`src/rtl/req_encoder16x4_if.sv`:
```
// req_encoder16x4_if: request/handshake bundle between event sources, encoder and consumer
interface req_encoder16x4_if;
   logic        enable;
   logic [15:0] req;
   logic        out_ready;
   logic        out_valid;
   logic [3:0]  out_code;
   logic [15:0] ack;
   logic [15:0] pending;
   modport master (output enable, req, out_ready, input out_valid, out_code, ack, pending);
   modport slave (input enable, req, out_ready, output out_valid, out_code, ack, pending);
endinterface

```
`src/rtl/req_encoder16x4.sv`:
```
// req_encoder16x4: sticky 16-request collector presenting the highest pending index over valid/ready
module req_encoder16x4 (
   input logic clk,
   input logic rst_n,
   req_encoder16x4_if.slave bus
);
   logic [15:0] cand, pend_n, ack_n;
   logic [3:0]  idx;
   logic        free, load;
   always_comb begin
      cand = bus.pending | bus.req;
      idx = '0;
      for (int i = 0; i < 16; i++) idx = cand[i] ? 4'(i) : idx;
      free = !bus.out_valid || bus.out_ready;
      load = free && bus.enable && (cand != '0);
      // the loaded bit is consumed even if its req is high this cycle
      pend_n = load ? cand & ~(16'h1 << idx) : cand;
      ack_n = (bus.out_valid && bus.out_ready) ? 16'h1 << bus.out_code : '0;
   end
   always_ff @(posedge clk or negedge rst_n) begin
      if (!rst_n) begin
         bus.pending <= '0;
         bus.out_valid <= 1'b0;
         bus.out_code <= '0;
         bus.ack <= '0;
      end else begin
         bus.pending <= pend_n;
         bus.out_valid <= free ? load : bus.out_valid;
         bus.out_code <= load ? idx : bus.out_code;
         bus.ack <= ack_n;
      end
   end
endmodule

```
`src/flat_wrapper.sv`:
```
// flat-port wrapper written by rule: the top's interface ports become plain ports
module req_encoder16x4_flat 
  (clk, rst_n, bus_enable, bus_req, bus_out_ready, bus_out_valid, bus_out_code, bus_ack, bus_pending);
  req_encoder16x4_if bus_i ();
  input logic clk;
  input logic rst_n;
  input wire logic [$bits(bus_i.enable)-1:0] bus_enable;
  input wire logic [$bits(bus_i.req)-1:0] bus_req;
  input wire logic [$bits(bus_i.out_ready)-1:0] bus_out_ready;
  output wire logic [$bits(bus_i.out_valid)-1:0] bus_out_valid;
  output wire logic [$bits(bus_i.out_code)-1:0] bus_out_code;
  output wire logic [$bits(bus_i.ack)-1:0] bus_ack;
  output wire logic [$bits(bus_i.pending)-1:0] bus_pending;
  assign bus_i.enable = bus_enable;
  assign bus_i.req = bus_req;
  assign bus_i.out_ready = bus_out_ready;
  assign bus_out_valid = bus_i.out_valid;
  assign bus_out_code = bus_i.out_code;
  assign bus_ack = bus_i.ack;
  assign bus_pending = bus_i.pending;
  req_encoder16x4 u_core (.clk(clk), .rst_n(rst_n), .bus(bus_i));
endmodule
```
`config.mk`:
```
export PLATFORM = sky130hd
export DESIGN_NAME = req_encoder16x4_flat
export DESIGN_NICKNAME = d
export VERILOG_FILES = /design/src/rtl/req_encoder16x4_if.sv /design/src/rtl/req_encoder16x4.sv /design/src/flat_wrapper.sv
export SDC_FILE = /design/constraint.sdc
export NUM_CORES = 1
export LEC_CHECK = 0
export ABC_AREA = 0
export CAP_MARGIN = 20
export CORE_MARGIN = 1
export CORE_UTILIZATION = 29
export DETAILED_ROUTE_END_ITERATION = 12
export GPL_ROUTABILITY_DRIVEN = 0
export PLACE_DENSITY = 0.61
export SLEW_MARGIN = 20
export SYNTH_ARGS = -nofsm -noshare
export SYNTH_HDL_FRONTEND = slang
export SYNTH_SLANG_ARGS = --single-unit
```
`constraint.sdc`:
```
create_clock -name clk -period 4.2 [get_ports clk]
set_clock_uncertainty 0.05 [all_clocks]
set_input_delay 0.84 -clock clk [delete_from_list [all_inputs] [get_ports clk]]
set_output_delay 0.84 -clock clk [all_outputs]
set_load 0.01 [all_outputs]
```
==> results of run 1 <==
[cells in the mapped netlist, drive strengths merged (2+ instances only)]
cell type,number
nor4,9
nand2b,3
o21ai,8
nor2,30
a31oi,3
nand4,3
and2,3
or4,2
nand2,12
dfrtp,37
nor2b,3
nor3,7
o21a,2
a21oi,12
[worst min-delay path by stage]
stage	start	slack (ns)	to
finish	u_core.bus.pending[0]	0.53	u_core.bus.pending[0]
CTS	u_core.bus.pending[0]	0.53	u_core.bus.pending[0]
global route	u_core.bus.pending[0]	0.55	u_core.bus.pending[0]
detailed placement	u_core.bus.pending[0]	0.51	u_core.bus.pending[0]
global placement	u_core.bus.pending[0]	0.50	u_core.bus.pending[0]
floorplan	rst_n	0.49	u_core.bus.ack[0]
[layout make-up]
| class | count | area (sq um) | area share |
|---|---|---|---|
| sequential | 37 | 926 | 0.397 |
| multi-input combinational | 110 | 628 | 0.270 |
| timing repair buffer | 57 | 568 | 0.244 |
| tap | 70 | 87.6 | 0.0376 |
| clock buffer | 7 | 86.3 | 0.0371 |
| clock inverter | 1 | 30.0 | 0.0129 |
| inverter | 1 | 3.75 | 0.00161 |
[critical path, delay by kind of cell]
family	cells	cell delay, ns
buffers and inverters	1	0.42
AND/OR/NAND/NOR	4	1.60
AO/OA/AOI/OAI	1	0.08
[report_power, final]
group	switching [W]	internal, W
registers	0.0000151	0.000368
clock network	0.000120	0.000194
logic	0.0000433	0.0000462
[routing by layer]
metal	vias to the layer above	GRT usage
met3	2	0.0463
met2	47	0.262
met1	651	0.189
li1	673	-
met4	0	0.0309
met5	-	0
[flip-flops by register name (all words and copies together) (netlist names)]
signal and flops:
u_core.bus.out_code 4, u_core.bus.out_valid 1, u_core.bus.ack 16, u_core.bus.pending 16
[stage by stage]
stage	cells	hold WS (ns)	total power (W)
5_1_grt	283	0.548	0.000823
6_report	283	0.531	0.000785
4_1_cts	283	0.528	0.000795
3_5_place_dp	275	0.510	0.000481
3_3_place_gp	275	0.495	0.000479
2_1_floorplan	149	0.494	0.000417
[cell families (layout without fill, tap and decap cells)]
family / after synthesis / in the layout
flops: 37 / 37
compound gates: 34 / 34
buf+inv: 2 / 66
simple gates: 76 / 76
==> impl_summary.md, run 1 <==
Outcome
The run finished with clean final reports.

Critical path
The setup slack on the worst flop-to-flop path is 1.92 ns. The critical path goes through clkdlybuf4s50_1 > nor4_1 > nand4_1 > nor3b_1 > nor2b_2 > a21oi_1. The depth of the worst register-to-register path is 5.

Data on the critical path is required at its endpoint by 4.28 ns. The capture point of the critical path is u_core.bus.pending[7]. The critical-path maximum fanout is 6.

The type of the setup path with the least slack is in2reg. In this run the critical register-to-register path is captured at u_core.bus.pending[7]. The largest individual stage delay along the critical path comes from the cell nor4_1.

The origin of the critical flop-to-flop path is u_core.bus.pending[8]. The origin of the worst setup path is bus_req[8]. The startpoint kind of the worst setup timing path is a primary input.

The data arrival time of the worst path is 2.95 ns. The worst setup path is captured at a flop. The worst stage delay on the critical path is 0.55 ns.

Logic synthesis
Of the total synthesized cell area, the portion taken by XOR and XNOR cells is 0. The leading register cell type out of synthesis is dfrtp_1. Summing every instance area after synthesis gives 1560 sq um.

The portion of synthesized area spent on multiplexers is 0. Counting flops with a built-in enable in the synthesized netlist gives 0. The proportion of netlist area held by the largest area contributor is 0.593. Of all cell types, the one taking the most synthesized area is dfrtp_1. The number of register bits inferred by synthesis is 37.

The gate count of the mapped netlist is 149. Of the total synthesized cell area, the portion taken by AND, OR, NAND and NOR gates is 0.256. The sequential fraction of the synthesis area is 0.593. The average instance area after synthesis is 10.5 sq um.

The share of synthesized cell area in full adder, half adder and majority cells is 0. The combinational family with the most area after synthesis is simple AND/OR/NAND/NOR gates. The share of the synthesized area in compound gates (AO/OA/AOI/OAI) was 0.146.

The count of distinct cell types in the synthesized netlist is 33. The synthesis warning total is 0. The number of nets produced by synthesis is 169. The fraction of registers with async set or reset after synthesis is 1.00. By area the synthesized netlist is led by dfrtp_1 59%, nor2_1 7.2%, a21oi_1 3.8%.

Power
Power spread over the standard cell area amounts to 337 nW/um^2. In this run the static leakage power is ~0.87 nW. The maximum vdd ir drop is between 0.1 and 0.15 mV.

Final layout
Leaving out fill and tap cells, the most frequent cells in the layout are 56 x clkdlybuf4s50_1, 37 x dfrtp_1, 30 x nor2_1, 12 x a21oi_1, 12 x nand2_1. The layout has 533 filler cells. Measured on the finished design, the core utilization comes to 0.453. The layout cell share with drive strength beyond 1 is 0.0704.

The number of nets at the end of the flow is about 230. The leading cell type in the layout, fill and taps excluded is clkdlybuf4s50_1. 0 antenna diodes ended up in the layout.

The area added between synthesis and finish is 49.2%. The area of all placed cells without fillers is 2330 sq um.

Placed design
The detailed placement HPWL is 2.95 mm. The number of port buffers is 56. OpenSTA, run right after detailed placement, puts the worst setup slack at 1.13 ns. Once placement finished, the instance area stood at 2210 sq um.

Floorplan
The vertical extent of the die is 75.4 um. The die area is 5680 sq um. The number of top-level design ports is 57. The initial utilization of the core area, before any placement, comes to 0.304. The number of core rows is 26. In this run the horizontal extent of the chip is about 75 um. After floorplanning, the core was sized to cover between 5000 and 6000 sq um.

Routing
Detailed routing placed a total of approximately 220 um of wire on met3. In this run the top signal layer used is met4. Summed over all nets, wire length on met2 after detailed routing comes to 1.89 mm. The count of nets left with antenna violations once routing finished came out at 0. The count of routing violations after the opening detailed-route iteration is around 100. The first TritonRoute pass finished after 4 iterations. The total vias in the final route is 1373.

The average wire per cell in the routed design is 13.9 um. In the routed layout, each cell is associated on average with a via count of 4.85. The remaining design rule violation count is 0. In the final routing, the length of wire on met1 measures around 1.8 mm. The total detailed-routing wirelength is 3.94 mm.

Timing
The final hold violation count is 0. Setup slack closes at 1.33 ns. The shortest clock period the worst path allows after layout is 2.87 ns. For the pin with the worst max-slew slack, the measured transition is slightly above 0.7 ns.

Setup repair after global routing left no endpoint under its margin. The part of the cycle the worst path needs is 0.683. Static timing analysis puts the maximum clock frequency at 349 MHz. Adding up every negative setup slack in the final design gives 0 ns. The worst slew margin relative to its limit is 0.523. The final setup violation count is 0.

The final max-slew violation count is 0.

Clocking
The maximum number of buffers from clock root to sink is 2. The cell sitting at the root of the clock tree is a clkbuf_8. The total number of H-tree levels is 2. Buffers inserted to repair hold after CTS numbered 0. The worst-skew pair later-pin latency is ~0.28 ns.

The clock tree from TritonCTS is done. The clock net in this run drives a total of 37 sinks. Post-CTS timing repair inserted 0 buffers for setup. Once the clock tree was built, the resizer swapped 0 gates to a different size. Clock tree synthesis inserted a total of 5 buffers. The clock-pin transition on the worst setup and hold timing paths is 0.07 ns.

Global routing
The number of antenna violations at the first check in global routing is 0. The number of global-route vias before repair is 1366. The global-route congestion overflow total is 0.

The first global-routing pass estimated 6.46 mm of wire. In the global route stage, overall resource usage came out at 0.152. The maximum number of pins on one net before global-route repair is 38.

Job
The tool flagged a number of max-cap violations equal to 0.

Min path
The worst min-delay path class is reg2reg. The worst hold path passes through 2 cells.
Power figures use the tool's default switching activity.
==> run 2: changes to the inputs <==
==> constraint.sdc (replaced) <==
create_clock -name clk -period 2.83 [get_ports clk]
set_clock_uncertainty 0.05 [all_clocks]
set_input_delay 0.566 -clock clk [delete_from_list [all_inputs] [get_ports clk]]
set_output_delay 0.566 -clock clk [all_outputs]
set_load 0.01 [all_outputs]
==> impl_summary.md, run 2 (synthesis gave the netlist of run 1 again) <==
Outcome
The run finished with clean final reports.

Global routing
The global-route met3 utilization is 0.0529. The met1 usage in global routing is 0.191. The met2 capacity usage during global routing is 0.261. The global-route congestion overflow total is 0. The number of antenna violations at the first check in global routing is 0.

The number of global-route vias before repair was 1410. Entering global routing, the biggest net connects 38 pins. For this run, the total global-route usage over all layers was measured as 0.155.

The first global-routing pass estimated 6.49 mm of wire. The layer with the highest usage is met2.

Timing
The final setup violation count is 0. The final max-slew violation count came to 0. The final hold violation count came to 0. At the pin with the least slew margin, the transition time is 0.547 ns.

Setup repair after global routing left no endpoint under its margin. The part of the cycle the worst path needs is 0.814. The highest clock frequency the design can meet is around 430 MHz. The post-route worst hold slack is about 0.53 ns. Counting I/O delays and the setup requirement, the final critical path takes 2.30 ns. The summed negative setup slack over all endpoints is 0 ns.

The worst slew margin relative to its limit is 0.632.

Critical path
The type of the setup path with the least slack is in2reg. The worst stage delay on the critical path is 0.54 ns. For the worst flop-to-flop path, the logic depth is 5. Traced cell by cell, the critical path runs through clkdlybuf4s50_1 > or4_1 > o211a_1 > o21a_4 > nor4_4 > a21oi_1. The data arrival time of the worst path is 2.43 ns. The library cell contributing the largest single delay on the critical path is or4_1. Across all register-to-register paths, the minimum setup slack is 0.85 ns. The origin of the critical flop-to-flop path is u_core.bus.pending[5]. The worst setup path is captured at a flop. For the worst setup path, the data required time is 2.96 ns.

The critical-path maximum fanout is 7. The startpoint kind of the worst setup timing path is a primary input. In this run the critical register-to-register path is captured at u_core.bus.pending[2].

Floorplan
The number of top-level design ports is 57. The number of core rows is 26. The initial standard-cell utilization of the core is 0.304. The vertical extent of the die is 75.4 um. The floorplan die width is 75.4 um. The die area is 5680 sq um. The region available for standard cell placement spans 5140 sq um.

Power
For this design the static power due to leakage is 0.905 nW. The total power per unit cell area is between 400 and 500 nW/um^2. The worst-case IR drop observed on VDD is 0.261 mV.

Final layout
In the layout the commonest cells are 56 x clkdlybuf4s50_1, 37 x dfrtp_1, 30 x nor2_1, 12 x a21oi_1, 12 x nand2_1. The count of antenna diodes in the layout is 0. The number of nets at the end of the flow is 239. The leading cell type in the layout, fill and taps excluded is clkdlybuf4s50_1. The filler cell count in the final layout is 519. In the final layout, the registers with the most flip-flops are u_core.bus.ack: 16 flops, u_core.bus.pending: 16 flops, u_core.bus.out_code: 4 flops. From synthesis to final layout, the design area changed by 52.5%. The final non-filler cell total is 290. Of the cells placed in the final design, the portion with a size suffix greater than 1 is 0.105.

Routing
The first detailed-routing pass ran for 4 iterations. The total detailed-routing wirelength is between 3 and 4 mm. The average wire per cell in the routed design is between 10 and 15 um. In the routed design, unresolved DRC markers number 0. The count of routing violations after the opening detailed-route iteration is 65. The via count normalized by instance count is around 4.8.

The total vias in the final route is approximately 1400. In this run the remaining antenna-violating nets after routing total 0.

Min path
The critical hold path startpoint is u_core.bus.pending[3]. In this run the worst hold path is classified as reg2reg. The endpoint with the worst hold slack is u_core.bus.pending[3]. The hold path depth is 2.

Clocking
The H-tree was split into 2 levels. The number of buffers added by the clock tree synthesis step is 5. The quantity of hold-fixing buffers added after cts is 0.

The clock reaches the later pin of the worst-skew pair after 0.30 ns. TritonCTS built the clock tree. After clock tree synthesis, the clock-pin slew on the worst setup and hold paths is approximately 0.080 ns. The quantity of gates resized following cts is 0.

The maximum number of buffers from clock root to sink is 2. The tree is rooted in a clkbuf_8. Buffers added to address setup during post-CTS repair amount to 0. The number of sinks on the clock net is 37.

Placed design
Detailed placement finished with a half-perimeter wire length of a little under 3 mm. The instance count after placement with tap cells included is about 280. The number of port buffers is 56.

Job
The reported max-cap violation count is 0.
-- run 2: cell types whose count changed in the layout (fill, tap and decap cells not counted) --
| cell | delta |
|---|---|
| clkinv_4 | +1 |
| clkinvlp_4 | +1 |
| clkbuf_8 | -1 |
| buf_4 | +7 |
| clkbuf_1 | -1 |
-- run 2: worst max-delay path by stage --
| stage | from | end | slack [ns] | depth (start not counted) |
|---|---|---|---|---|
| after detailed placement | bus_req[5] | u_core.bus.pending[2] | 0.22 | 6 |
| final | bus_req[5] | u_core.bus.pending[2] | 0.53 | 6 |
| after floorplan | bus_req[5] | u_core.bus.pending[3] | 0.78 | 5 |
| after CTS | bus_req[5] | u_core.bus.pending[2] | 0.54 | 6 |
| after global routing | bus_req[15] | u_core.bus.pending[6] | 0.43 | 6 |
| after global placement | bus_req[5] | u_core.bus.pending[3] | 0.27 | 6 |
-- run 2: where the power goes --
| part | internal, W | switching (W) |
|---|---|---|
| sequential | 0.000545 | 0.0000221 |
| combinational | 0.0000712 | 0.0000640 |
| clock | 0.000264 | 0.000206 |
-- run 2: through the flow --
step,power [W],instance area (sq um),utilization,setup WS (ns)
global placement,0.000714,2270,0.441,0.274
global route,0.00122,2380,0.463,0.429
CTS,0.00119,2380,0.463,0.539
finish,0.00117,2380,0.463,0.527
floorplan,0.000619,1560,-,0.782
detailed placement,0.000715,2270,0.441,0.221
-- run 2: worst max-delay path: cells and delay by family --
| family | cells | cell delay, ns |
|---|---|---|
| buffers and inverters | 1 | 0.46 |
| AO/OA/AOI/OAI | 3 | 0.63 |
| AND/OR/NAND/NOR | 2 | 0.77 |
-- run 2: cell type report --
cell class	instances	area, sq um	share of cell area
flip-flops and latches	37	926	0.389
multi-input cells	110	628	0.264
repair buffers	64	621	0.261
well taps	70	87.6	0.0368
clock buffers	5	68.8	0.0289
clock inverters	3	46.3	0.0194
inverters	1	3.75	0.00158
-- run 2: layer usage --
metal	wire [um]	up-vias	part of all wire
met2	1910	48	0.48
li1	-	683	-
met5	0	-	0
met1	1780	643	0.45
met4	38	0	0.0096
met3	231	6	0.058
